`src/rtl/ucaspian_scan_pkg.sv`:
```
// Shared types and constants for the activity scanner and its chunk encoder.
package ucaspian_scan_pkg;

    localparam int CHUNK_W     = 16;
    localparam int CHUNK_IDX_W = 4;

    typedef enum logic [1:0] {
        IDLE = 2'd0,
        SCAN = 2'd1,
        EMIT = 2'd2
    } scan_state_t;

endpackage

```
`src/rtl/find_set_bit_16.sv`:
```
// Highest-set-bit encoder for one 16-bit chunk of the activity bitmap.
module find_set_bit_16
    import ucaspian_scan_pkg::*;
(
    input  logic [CHUNK_W-1:0]     bits,
    output logic                   found,
    output logic [CHUNK_IDX_W-1:0] idx
);

    // Ascending scan so the last (highest) set bit wins.
    always_comb begin
        found = |bits;
        idx   = '0;
        for (int i = 0; i < CHUNK_W; i++) begin
            if (bits[i]) begin
                idx = CHUNK_IDX_W'(i);
            end
        end
    end

endmodule

```
`src/rtl/activity_scanner.sv`:
```
// Activity bitmap with a back-pressured, highest-first drain of set indices.
//
//  state | meaning
//  ------+-----------------------------------------------------------------
//  IDLE  | no scan running; bitmap only collects marks
//  SCAN  | examine chunk[ptr]; load its top set bit or step down one chunk
//  EMIT  | out_idx presented; waiting for out_ready, then revisit chunk[ptr]
module activity_scanner
    import ucaspian_scan_pkg::*;
#(
    parameter  int WIDTH = 256,
    localparam int IDX_W = $clog2(WIDTH)
) (
    input  logic             clk,
    input  logic             reset_n,
    input  logic             mark_valid,
    input  logic [IDX_W-1:0] mark_idx,
    input  logic             clear,
    input  logic             start,
    output logic             busy,
    output logic             out_valid,
    input  logic             out_ready,
    output logic [IDX_W-1:0] out_idx,
    output logic             done,
    output logic [IDX_W:0]   emit_count
);

    localparam int NCHUNK = WIDTH / CHUNK_W;
    // A single-chunk instance still needs a one-bit pointer that stays at zero.
    localparam int PTR_W  = (IDX_W > CHUNK_IDX_W) ? (IDX_W - CHUNK_IDX_W) : 1;
    localparam logic [PTR_W-1:0] PTR_TOP   = PTR_W'(NCHUNK - 1);
    localparam logic [IDX_W:0]   WIDTH_LIM = (IDX_W + 1)'(WIDTH);

    scan_state_t                   state;
    logic [PTR_W-1:0]              ptr;
    logic [WIDTH-1:0]              bitmap;
    logic [WIDTH-1:0]              bitmap_nxt;
    logic [CHUNK_W-1:0]            chunk;
    logic                          chunk_found;
    logic [CHUNK_IDX_W-1:0]        chunk_bit;
    logic [PTR_W+CHUNK_IDX_W-1:0]  idx_full;
    logic                          handshake;
    logic                          mark_hit;

    assign handshake = (state == EMIT) && out_valid && out_ready;
    assign mark_hit  = mark_valid && ({1'b0, mark_idx} < WIDTH_LIM);
    assign idx_full  = {ptr, chunk_bit};

    // Pointer-driven mux selecting the chunk under examination.
    always_comb begin
        chunk = '0;
        for (int c = 0; c < NCHUNK; c++) begin
            if (ptr == PTR_W'(c)) begin
                chunk = bitmap[c*CHUNK_W +: CHUNK_W];
            end
        end
    end

    find_set_bit_16 u_find (
        .bits  (chunk),
        .found (chunk_found),
        .idx   (chunk_bit)
    );

    // Bitmap update: the handshake clears, a same-cycle mark re-sets (a spike
    // is never lost), and clear overrides everything.
    always_comb begin
        bitmap_nxt = bitmap;
        if (handshake) begin
            bitmap_nxt[out_idx] = 1'b0;
        end
        if (mark_hit) begin
            bitmap_nxt[mark_idx] = 1'b1;
        end
        if (clear) begin
            bitmap_nxt = '0;
        end
    end

    // Bitmap register.
    always_ff @(posedge clk or negedge reset_n) begin
        if (!reset_n) begin
            bitmap <= '0;
        end else begin
            bitmap <= bitmap_nxt;
        end
    end

    // Scan controller with registered stream, status and count outputs.
    always_ff @(posedge clk or negedge reset_n) begin
        if (!reset_n) begin
            state      <= IDLE;
            ptr        <= '0;
            out_valid  <= 1'b0;
            out_idx    <= '0;
            done       <= 1'b0;
            busy       <= 1'b0;
            emit_count <= '0;
        end else begin
            done <= 1'b0;
            if (clear) begin
                // Abort: drop any pending index, no done pulse, count holds.
                state     <= IDLE;
                out_valid <= 1'b0;
                busy      <= 1'b0;
            end else begin
                case (state)
                    IDLE: begin
                        if (start) begin
                            state      <= SCAN;
                            busy       <= 1'b1;
                            ptr        <= PTR_TOP;
                            emit_count <= '0;
                        end
                    end
                    SCAN: begin
                        if (chunk_found) begin
                            out_idx   <= idx_full[IDX_W-1:0];
                            out_valid <= 1'b1;
                            state     <= EMIT;
                        end else if (ptr != '0) begin
                            ptr <= ptr - PTR_W'(1);
                        end else begin
                            done  <= 1'b1;
                            busy  <= 1'b0;
                            state <= IDLE;
                        end
                    end
                    EMIT: begin
                        // ptr is left alone so the same chunk is re-examined.
                        if (out_ready) begin
                            out_valid  <= 1'b0;
                            emit_count <= emit_count + (IDX_W + 1)'(1);
                            state      <= SCAN;
                        end
                    end
                    default: begin
                        state     <= IDLE;
                        out_valid <= 1'b0;
                        busy      <= 1'b0;
                    end
                endcase
            end
        end
    end

endmodule
```
`config.mk`:
```
export PLATFORM = sky130hd
export DESIGN_NAME = activity_scanner
export DESIGN_NICKNAME = d
export VERILOG_FILES = /design/src/rtl/ucaspian_scan_pkg.sv /design/src/rtl/find_set_bit_16.sv /design/src/rtl/activity_scanner.sv
export SDC_FILE = /design/constraint.sdc
export NUM_CORES = 1
export LEC_CHECK = 0
export CORE_ASPECT_RATIO = 0.75
export CORE_MARGIN = 2
export CORE_UTILIZATION = 30
export DETAILED_ROUTE_END_ITERATION = 6
export PLACE_DENSITY = 0.43
export SYNTH_ARGS = -nofsm -noshare
export SYNTH_HDL_FRONTEND = slang
export SYNTH_SLANG_ARGS = --single-unit
```
`constraint.sdc`:
```
create_clock -name clk -period 2.9 [get_ports clk]
set_clock_uncertainty 0.1 [all_clocks]
set_input_delay 0.58 -clock clk [delete_from_list [all_inputs] [get_ports clk]]
set_output_delay 0.58 -clock clk [all_outputs]
set_load 0.005 [all_outputs]
```
Yosys cells after proc, flatten, opt, wreduce, memory -nomap -nowiden. Index checks and enable logic that the tools add are counted.

Logic and storage cells: 127. Output and inout port bits: 20. Input bits: 14. Register bits: 282.

Equal/unequal tests: 29. Reductions and logical operators: 16. $add $sub $neg: 2. Bitwise logic cells: 4. Order comparisons: 4. Mux-type cells: 64.

Operators by type and width (number): $mux 256 (3); $and 256x256->256 (1); $mux 16 (16); $not 256->256 (1); $or 256x256->256 (1); $mux 4 (11); $eq 4x4->1 const B (8); $lt 8x9->1 const B (2); $mux 9 (2); $pmux 9 s2 (1); $demux 1 s8 (2); $eq 4x3->1 const B (4); $ge 8x1->1 const B (2); $reduce_or 16->1 (1); $ne 3x3->1 const B (5); $mux 1 (14); $mux 2 (7); $mux 3 (4); $ne 2x2->1 const B (6); $add 9x1->9 const B (1); $reduce_and 3->1 (3); $eq 4x2->1 const B (2); $pmux 4 s2 (1); $reduce_and 4->1 (2); other kinds (14) (19).

Depth between registers and ports, before layout. Gate-level depths: netlist of the first run.

Depth in word-level cells: 32. Gate-level depth with buffers: 16. Mapped depth without buffers: 11.

Cells and area by module. From an unflattened synthesis of the first run, not the netlist that was laid out.

Cells, all modules: 1814. Area, all modules: 14990.6 um^2.

Modules (own cells, without submodules): activity_scanner (times used 1, seq. area each 7056.8 um^2, area an instance 14820.5 um^2, cells each 1786); find_set_bit_16 (times used 1, seq. area each 0.0 um^2, area an instance 170.2 um^2, cells each 28).

Least setup slack after synthesis of the first run. Ideal clock, no wire load.

Path kind: reg-to-reg. Start point: register ptr[0]. End point: register out_idx[5]. Cell stages (with the launch flop): 13. Library setup time: 0.125 ns. Buffers on the path: 4. Data arrival time: 2.777 ns. Clock period less this slack: 3.002 ns. Path slack: -0.102 ns. Data required time: 2.675 ns. Path through: dfrtp_1 -> ha_1 -> buf_6 -> or3_1 -> buf_2 -> buf_6 -> o32a_1 -> o211ai_1 -> a21boi_1 -> and4_4 -> a21oi_4 -> buf_6 -> mux2_4.

Longest elaborated chain between the ends: 19. Elaborated cells on any way between the ends: 34. Those cells by class: eq/ne: 15; mux: 16; reduce/logical: 3.

RTL lines: start: declaration (RTL line activity_scanner.sv:35) `logic [PTR_W-1:0] ptr;`; start signal: assignment (RTL line activity_scanner.sv:122) `ptr <= ptr - PTR_W'(1);`; $logic_not 4->1 (RTL line activity_scanner.sv:53) `if (ptr == PTR_W'(c)) begin`; $mux 16 (15 in a row) (RTL line activity_scanner.sv:53); $mux 16 * (RTL line activity_scanner.sv:53); $reduce_or 16->1 * (RTL line find_set_bit_16.sv:12) `found = |bits;`; $reduce_and 3->1 (no source line) *; end signal: assignment (RTL line activity_scanner.sv:118) `out_idx <= idx_full[IDX_W-1:0];`; end: declaration (RTL line activity_scanner.sv:23) `output logic [IDX_W-1:0] out_idx,`.

Every way passes the cells marked *; elsewhere a longest branch is shown, timed or not. A chain may end at the register's enable or synchronous reset.

Final worst setup path of the first run.
Start point: register ptr[1]. End point: register out_idx[1].

Longest elaborated chain between the ends: 31. Elaborated cells on any way between the ends: 48. Those cells by class: eq/ne: 15; mux: 30; reduce/logical: 3.

RTL lines: $logic_not 4->1 (RTL line activity_scanner.sv:53); $mux 16 (15 in a row) (RTL line activity_scanner.sv:53); $mux 16 * (RTL line activity_scanner.sv:53); $mux 2 (2 in a row) (RTL line find_set_bit_16.sv:15) `if (bits[i]) begin`; $mux 3 (4 in a row) (RTL line find_set_bit_16.sv:15); $mux 4 (8 in a row) (RTL line find_set_bit_16.sv:15).

Marks and branches as above.

==> run_results.csv, run 1 <==
group,metric,value,unit
synth,yosysUniqueCellTypes,77,
route,wl_per_cell,28.3,µm
setup_path,r2r_cells,13,
placement,dp_slack,-0.820,ns
timing,holdWs,0.161,ns
timing,grt_setup_unrepaired,"yes",
timing,final_hold_viol_count,0,
global_routing,antenna_found_initial,3,
clocking,path_clk_slew,0.06,ns
route,drc_errors,0,
synth,avgSynthCellArea,8.24,µm²
floorplanning,start_util,0.303,
timing,finalSetupViolations,17,
setup_path,critPathLaunchType,"flop",
global_routing,use_met3,0.0569,
setup_path,r2r_start,"ptr[1]",
floorplanning,ios,34,
placement,routabilityCongestion,0.948,
run,cap_violations,0,
global_routing,track_usage,0.292,
global_routing,met1_usage,0.423,
setup_path,endpoint_kind,"flop",
synth,netlist_area,0.0155,mm²
setup_path,reg2reg_to,"out_idx[1]",
placement,dp_hpwl,52.5,mm
route,ant_nets,0,
floorplanning,floorplan.die.width,267,µm
global_routing,grt_util_met2,0.431,
final_layout,areaGrowthSynthToFinish,31.1,%
route,via_count,16276,
setup_path,r2r_slack,-0.50,ns
setup_path,crit_end,"out_idx[1]",
clocking,cts-root-buf,"clkbuf_16",
setup_path,crit_type,"reg -> reg",
synth,async_flop_share,1.00,
clocking,cts_tree,"done",
final_layout,final_nets,2126,
timing,fin_ws,-0.504,ns
route,totalWireLength,79.1,mm
timing,fin_tns_setup,-7.46,ns
global_routing,grt_pass1_wl,113,mm
floorplanning,core,0.0513,mm²
timing,fin_crit_sh,1.17,
placement,port_buffers,33,
route,drt-initial-drc-count,1755,
route,dr.pass1.iters,6,
synth,synth.ff_latch_count,282,
clocking,htree_num_levels,2,
min_path,hold_path.class,"in -> reg",
global_routing,grt_start_max_net_pins,203,
power_and_ir_drop,leakage,8.11,nW
global_routing,first_global_vias,15711,
outcome,status,"finished with violations",
synth,synth_edf_count,0,
floorplanning,placementRows,72,
power_and_ir_drop,vdd_drop_max,0.413,mV
final_layout,final_layout_size_suffix_gt1_frac,0.220,
floorplanning,fp.dieH,201,µm
synth,syn_inst,1886,
setup_path,arrival,3.73,ns
timing,maxSlewViolCount,0,
final_layout,final_common_cell,"nand2_1",
synth,synth-main-ff-cell,"dfrtp_1",
setup_path,critPathMaxFanout,10,
floorplanning,die-area,0.0537,mm²
min_path,hold_start,"clear",
power_and_ir_drop,powerDensity,733,mW/mm²
global_routing,grt_remaining_overflow,0,
timing,maxSlewHeadroom,0.284,
timing,period_minus_slack,3.40,ns
outcome,violations,"setup timing",
timing,fmax,294,MHz
global_routing,busiest_layer,"met2",
clocking,cts_max_path_buffers,3,
clocking,clock_sinks,282,
clocking,clk_latency,0.57,ns
setup_path,crit_path_start,"ptr[1]",
timing,worst_pin_slew,1.07,ns
clocking,cts-buffers-inserted,34,
setup_path,cp.required,3.22,ns
synth,synth_nets,1906,
route,viasPerCell,5.82,
synth,ys_warn_count,0,
final_layout,mostFrequentLayoutCells,"nand2_1 (329), a21oi_1 (327), o21ai_0 (289)",
synth,synth_seq_area_share,0.454,
==> critical path, stage by stage, from the launching register on <==
cell and delay [ns]:
dfrtp_2 0.46, buf_6 0.14, ha_4 0.17, buf_12 0.15
and4bb_4 0.20, a221o_1 0.32, o211ai_1 0.33, nand2_1 0.16
nor3_4 0.36, and4_4 0.35, a21oi_4 0.07, buf_12 0.15
buf_6 0.12, o22a_1 0.19
==> sequential cells by signal, indices dropped and copies added (netlist names) <==
name        flops
bitmap        256
busy            1
done            1
emit_count      9
out_idx         8
out_valid       1
ptr             4
state           2
==> area by class of cell <==
class | count | area, µm²
repair buffers | 347 | 3210
diodes | 1 | 2.50
well taps | 666 | 833
flip-flops and latches | 282 | 7060
multi-input cells | 1417 | 8080
clock buffers | 45 | 952
clock inverters | 14 | 139
inverters | 24 | 95.1
fillers | 5248 | 31000
==> metrics by stage <==
step | utilization | std cells | total power [mW] | cell area [µm²]
CTS | 0.393 | 2784 | 14.6 | 20200
detailed placement | 0.362 | 2706 | 9.68 | 18600
global placement | 0.362 | 2706 | 9.69 | 18600
floorplan | - | 1886 | 6.85 | 15600
finish | 0.397 | 2796 | 14.9 | 20400
global route | 0.397 | 2795 | 15.5 | 20400
==> worst min path at each step <==
| stage | to | slack [ns] | cells after the start |
|---|---|---|---|
| 4_1_cts | out_valid | 0.15 | 2 |
| 2_1_floorplan | bitmap[0] | 0.18 | 0 |
| 3_5_place_dp | bitmap[68] | 0.43 | 2 |
| 5_1_grt | busy | 0.15 | 2 |
| 6_report | state[1] | 0.16 | 2 |
| 3_3_place_gp | bitmap[68] | 0.42 | 2 |
==> synthesized netlist by cell type, types with 4 or more instances <==
cell / number / area, µm²
a21boi_0: 4 / 30.0
nor3_1: 32 / 160
a21oi_1: 329 / 1650
o21a_1: 4 / 30.0
ha_1: 6 / 75.1
a31oi_1: 5 / 31.3
a221oi_1: 18 / 158
nand2b_1: 24 / 150
buf_4: 9 / 67.6
nor2_1: 59 / 221
o21ai_0: 291 / 1460
nor4_1: 14 / 87.6
nand3_1: 15 / 75.1
o22a_1: 4 / 35.0
nand3b_1: 20 / 150
buf_6: 4 / 45.0
buf_1: 5 / 18.8
clkbuf_1: 109 / 409
a21o_1: 5 / 37.5
nand2_1: 329 / 1230
nor3b_1: 9 / 67.6
nor2b_1: 45 / 282
o221ai_1: 9 / 78.8
o2bb2ai_1: 12 / 105
mux2i_1: 5 / 50.1
dfrtp_1: 282 / 7060
a221o_1: 4 / 40.0
buf_2: 36 / 180
o221a_2: 8 / 90.1
a221oi_2: 6 / 90.1
inv_1: 23 / 86.3
and3_1: 4 / 25.0
o22ai_1: 25 / 156
o31ai_1: 4 / 30.0
xor2_1: 5 / 43.8
or3_1: 6 / 37.5
a311oi_1: 4 / 35.0
a22o_1: 9 / 78.8
nand4_1: 8 / 50.1
a211oi_1: 14 / 105
and2_1: 9 / 56.3
o211ai_1: 5 / 37.5
a22oi_1: 7 / 52.6
a211oi_2: 4 / 50.1
==> power by group <==
group | leakage (nW) | switching, mW | internal, mW
sequential | 3.88 | 0.206 | 4.03
combinational | 3.68 | 3.55 | 2.79
clock | 0.547 | 1.86 | 2.50
==> per-layer routing <==
layer	up-vias	part of all wire	wire length, µm
li1	7206	-	-
met1	8229	0.46	36200
met2	688	0.43	34000
met3	151	0.073	5760
met4	2	0.039	3120
met5	-	0.00022	17
==> cell families (layout without fill, tap and decap cells) <==
group	count (synthesis)	count (layout)	synth area share
adder cells (fa/ha/maj)	6	6	0.00483
buffers and inverters	187	430	0.0521
AND/OR/NAND/NOR	591	591	0.177
flip-flops	282	282	0.454
XOR/XNOR	5	5	0.00282
AO/OA/AOI/OAI	806	806	0.303
other	0	1	0
multiplexers	9	9	0.00660
==> repair_timing <==
| item | in CTS | in global routing |
|---|---|---|
| hold buffers | 1 | 0 |
| pin swaps | 22 | 24 |
| gates resized for setup | 67 | 17 |
| setup endpoints to repair | 17 | 17 |
| buffers inserted | 16 | 11 |
| gates cloned | 2 | 1 |
| endpoints found under the hold margin | 46 | 0 |
(Power assumes the default switching activity.)
==> run 2: changes to the inputs <==
CORE_UTILIZATION = 43   (was 30)
PLACE_DENSITY = 0.58   (was 0.43)
==> run 2 against run 1 <==
Net effect:
- the flow still finishes with violations (setup timing)
- non-clock buffer count decreased by 21
- critical path depth increased by 2
- critical endpoint is now ptr[1]
- die area decreased by 30%
- first-iteration DRC count increased by 31%
- utilization increased by 16 points
==> run_results.csv, run 2 (synthesis results as in run 1) <==
group,metric,value,unit
outcome,status,"finished with violations",
outcome,violations,"setup timing",
setup_path,crit_type,"reg -> reg",
power_and_ir_drop,finalPower,14.3,mW
timing,fmax,294,MHz
setup_path,critPathMaxFanout,19,
power_and_ir_drop,leakage,7.90,nW
route,wl_per_cell,28.5,µm
route,drt-initial-drc-count,2303,
timing,maxSlewHeadroom,0.200,
global_routing,first_global_vias,15747,
placement,routabilityCongestion,1.02,
final_layout,final_layout_size_suffix_gt1_frac,0.206,
final_layout,largest_reg_flops,256,
route,viasPerCell,6.49,
timing,fin_tns_setup,-7.12,ns
clocking,cts_tree,"done",
placement,port_buffers,33,
timing,grt_setup_unrepaired,"yes",
power_and_ir_drop,vdd_drop_max,0.559,mV
final_layout,postLayoutCoreUtil,0.553,
timing,finalSetupViolations,17,
global_routing,grt_pass1_wl,107,mm
clocking,cts_max_path_buffers,3,
timing,fin_crit_sh,1.17,
placement,dp_hpwl,48.5,mm
route,via_count,16694,
floorplanning,floorplan.die.width,224,µm
final_layout,mostFrequentLayoutCells,"nand2_1 (329), a21oi_1 (326), o21ai_0 (289)",
final_layout,final_nets,2101,
final_layout,regMostFlops,"bitmap",
global_routing,track_usage,0.387,
placement,dp_slack,-0.741,ns
min_path,hold_start,"clear",
final_layout,top_regs,"bitmap x256, emit_count x9, out_idx x8",
floorplanning,placementRows,60,
global_routing,antenna_found_initial,1,
timing,maxSlewViolCount,0,
timing,fin_ws,-0.497,ns
clocking,clock_sinks,282,
clocking,htree_num_levels,1,
timing,worst_pin_slew,1.20,ns
floorplanning,core,0.0357,mm²
setup_path,r2r_start,"ptr[0]",
final_layout,final_common_cell,"nand2_1",
floorplanning,fp.dieH,169,µm
floorplanning,die-area,0.0377,mm²
final_layout,final_area,0.0198,mm²
setup_path,crit_path_start,"ptr[0]",
floorplanning,ios,34,
clocking,path_clk_slew,0.06,ns
clocking,clk_latency,0.59,ns
floorplanning,start_util,0.435,
placement,placed_area,0.0182,mm²
route,ant_nets,0,
setup_path,endpoint_kind,"flop",
setup_path,arrival,3.80,ns
run,cap_violations,0,
setup_path,cp.required,3.30,ns
timing,final_hold_viol_count,0,
min_path,hold_path.class,"in -> reg",
global_routing,grt_start_max_net_pins,133,
route,totalWireLength,73.3,mm
global_routing,grt_remaining_overflow,0,
route,drc_errors,0,
clocking,cts-buffers-inserted,30,
timing,period_minus_slack,3.40,ns
final_layout,areaGrowthSynthToFinish,27.1,%
power_and_ir_drop,powerDensity,724,mW/mm²
clocking,cts-root-buf,"clkbuf_16",
route,dr.pass1.iters,6,
setup_path,critPathLaunchType,"flop",
[run 2: layer usage]
metal / vias up / part of all wire / GRT usage
li1: 7159 / - / -
met1: 8275 / 0.41 / 0.544
met2: 1053 / 0.42 / 0.566
met3: 207 / 0.12 / 0.101
met4: 0 / 0.052 / 0.163
met5: - / 0 / 0
[run 2: stage by stage]
stage,hold WS [ns],std cells
finish,0.232,2572
floorplan,0.184,1886
global placement,0.426,2488
detailed placement,0.427,2488
CTS,0.215,2561
global route,0.235,2568
[run 2: cell type report]
cell class / instances / area [µm²]
multi-input combinational: 1417 / 8030
tap: 465 / 582
clock inverter: 11 / 111
timing repair buffer: 326 / 3000
clock buffer: 43 / 861
sequential: 282 / 7060
antenna: 4 / 10.0
fill: 3342 / 16000
inverter: 24 / 95.1
[run 2: worst paths after layout]
path / to / slack [ns] / depth (start not counted)
min reg2reg: emit_count[8] / 0.44 / 2
max: ptr[1] / -0.50 / 15
min in group asynchronous: bitmap[72] / 0.44 / 2
min: busy / 0.23 / 2
max reg2reg: ptr[1] / -0.50 / 15
max in group asynchronous: bitmap[154] / 1.43 / 3
[run 2: repair_timing]
action	4_1_cts	5_1_grt
cloned	2	0
hold buffers	1	0
buffers inserted	17	8
hold endpoints to repair	53	0
pin swaps	17	6
gates resized for setup	49	31
setup endpoints to repair	17	17
[run 2: report_power, final]
part / internal [mW] / switching, mW
clock network: 2.23 / 1.75
logic: 2.65 / 3.42
registers: 4.03 / 0.233
total: 8.91 / 5.40
[run 2: worst max-delay path, stage by stage, from the launching register on]
cell and delay (ns):
dfrtp_2 0.44, inv_2 0.07, buf_4 0.11, ha_4 0.27, clkinvlp_4 0.20, buf_12 0.20
o221a_2 0.14, o221ai_2 0.15, buf_4 0.14, nand4b_1 0.17, a211oi_2 0.31, and4_4 0.31
buf_6 0.13, nand2_4 0.06, nor3b_4 0.24, mux2i_1 0.22
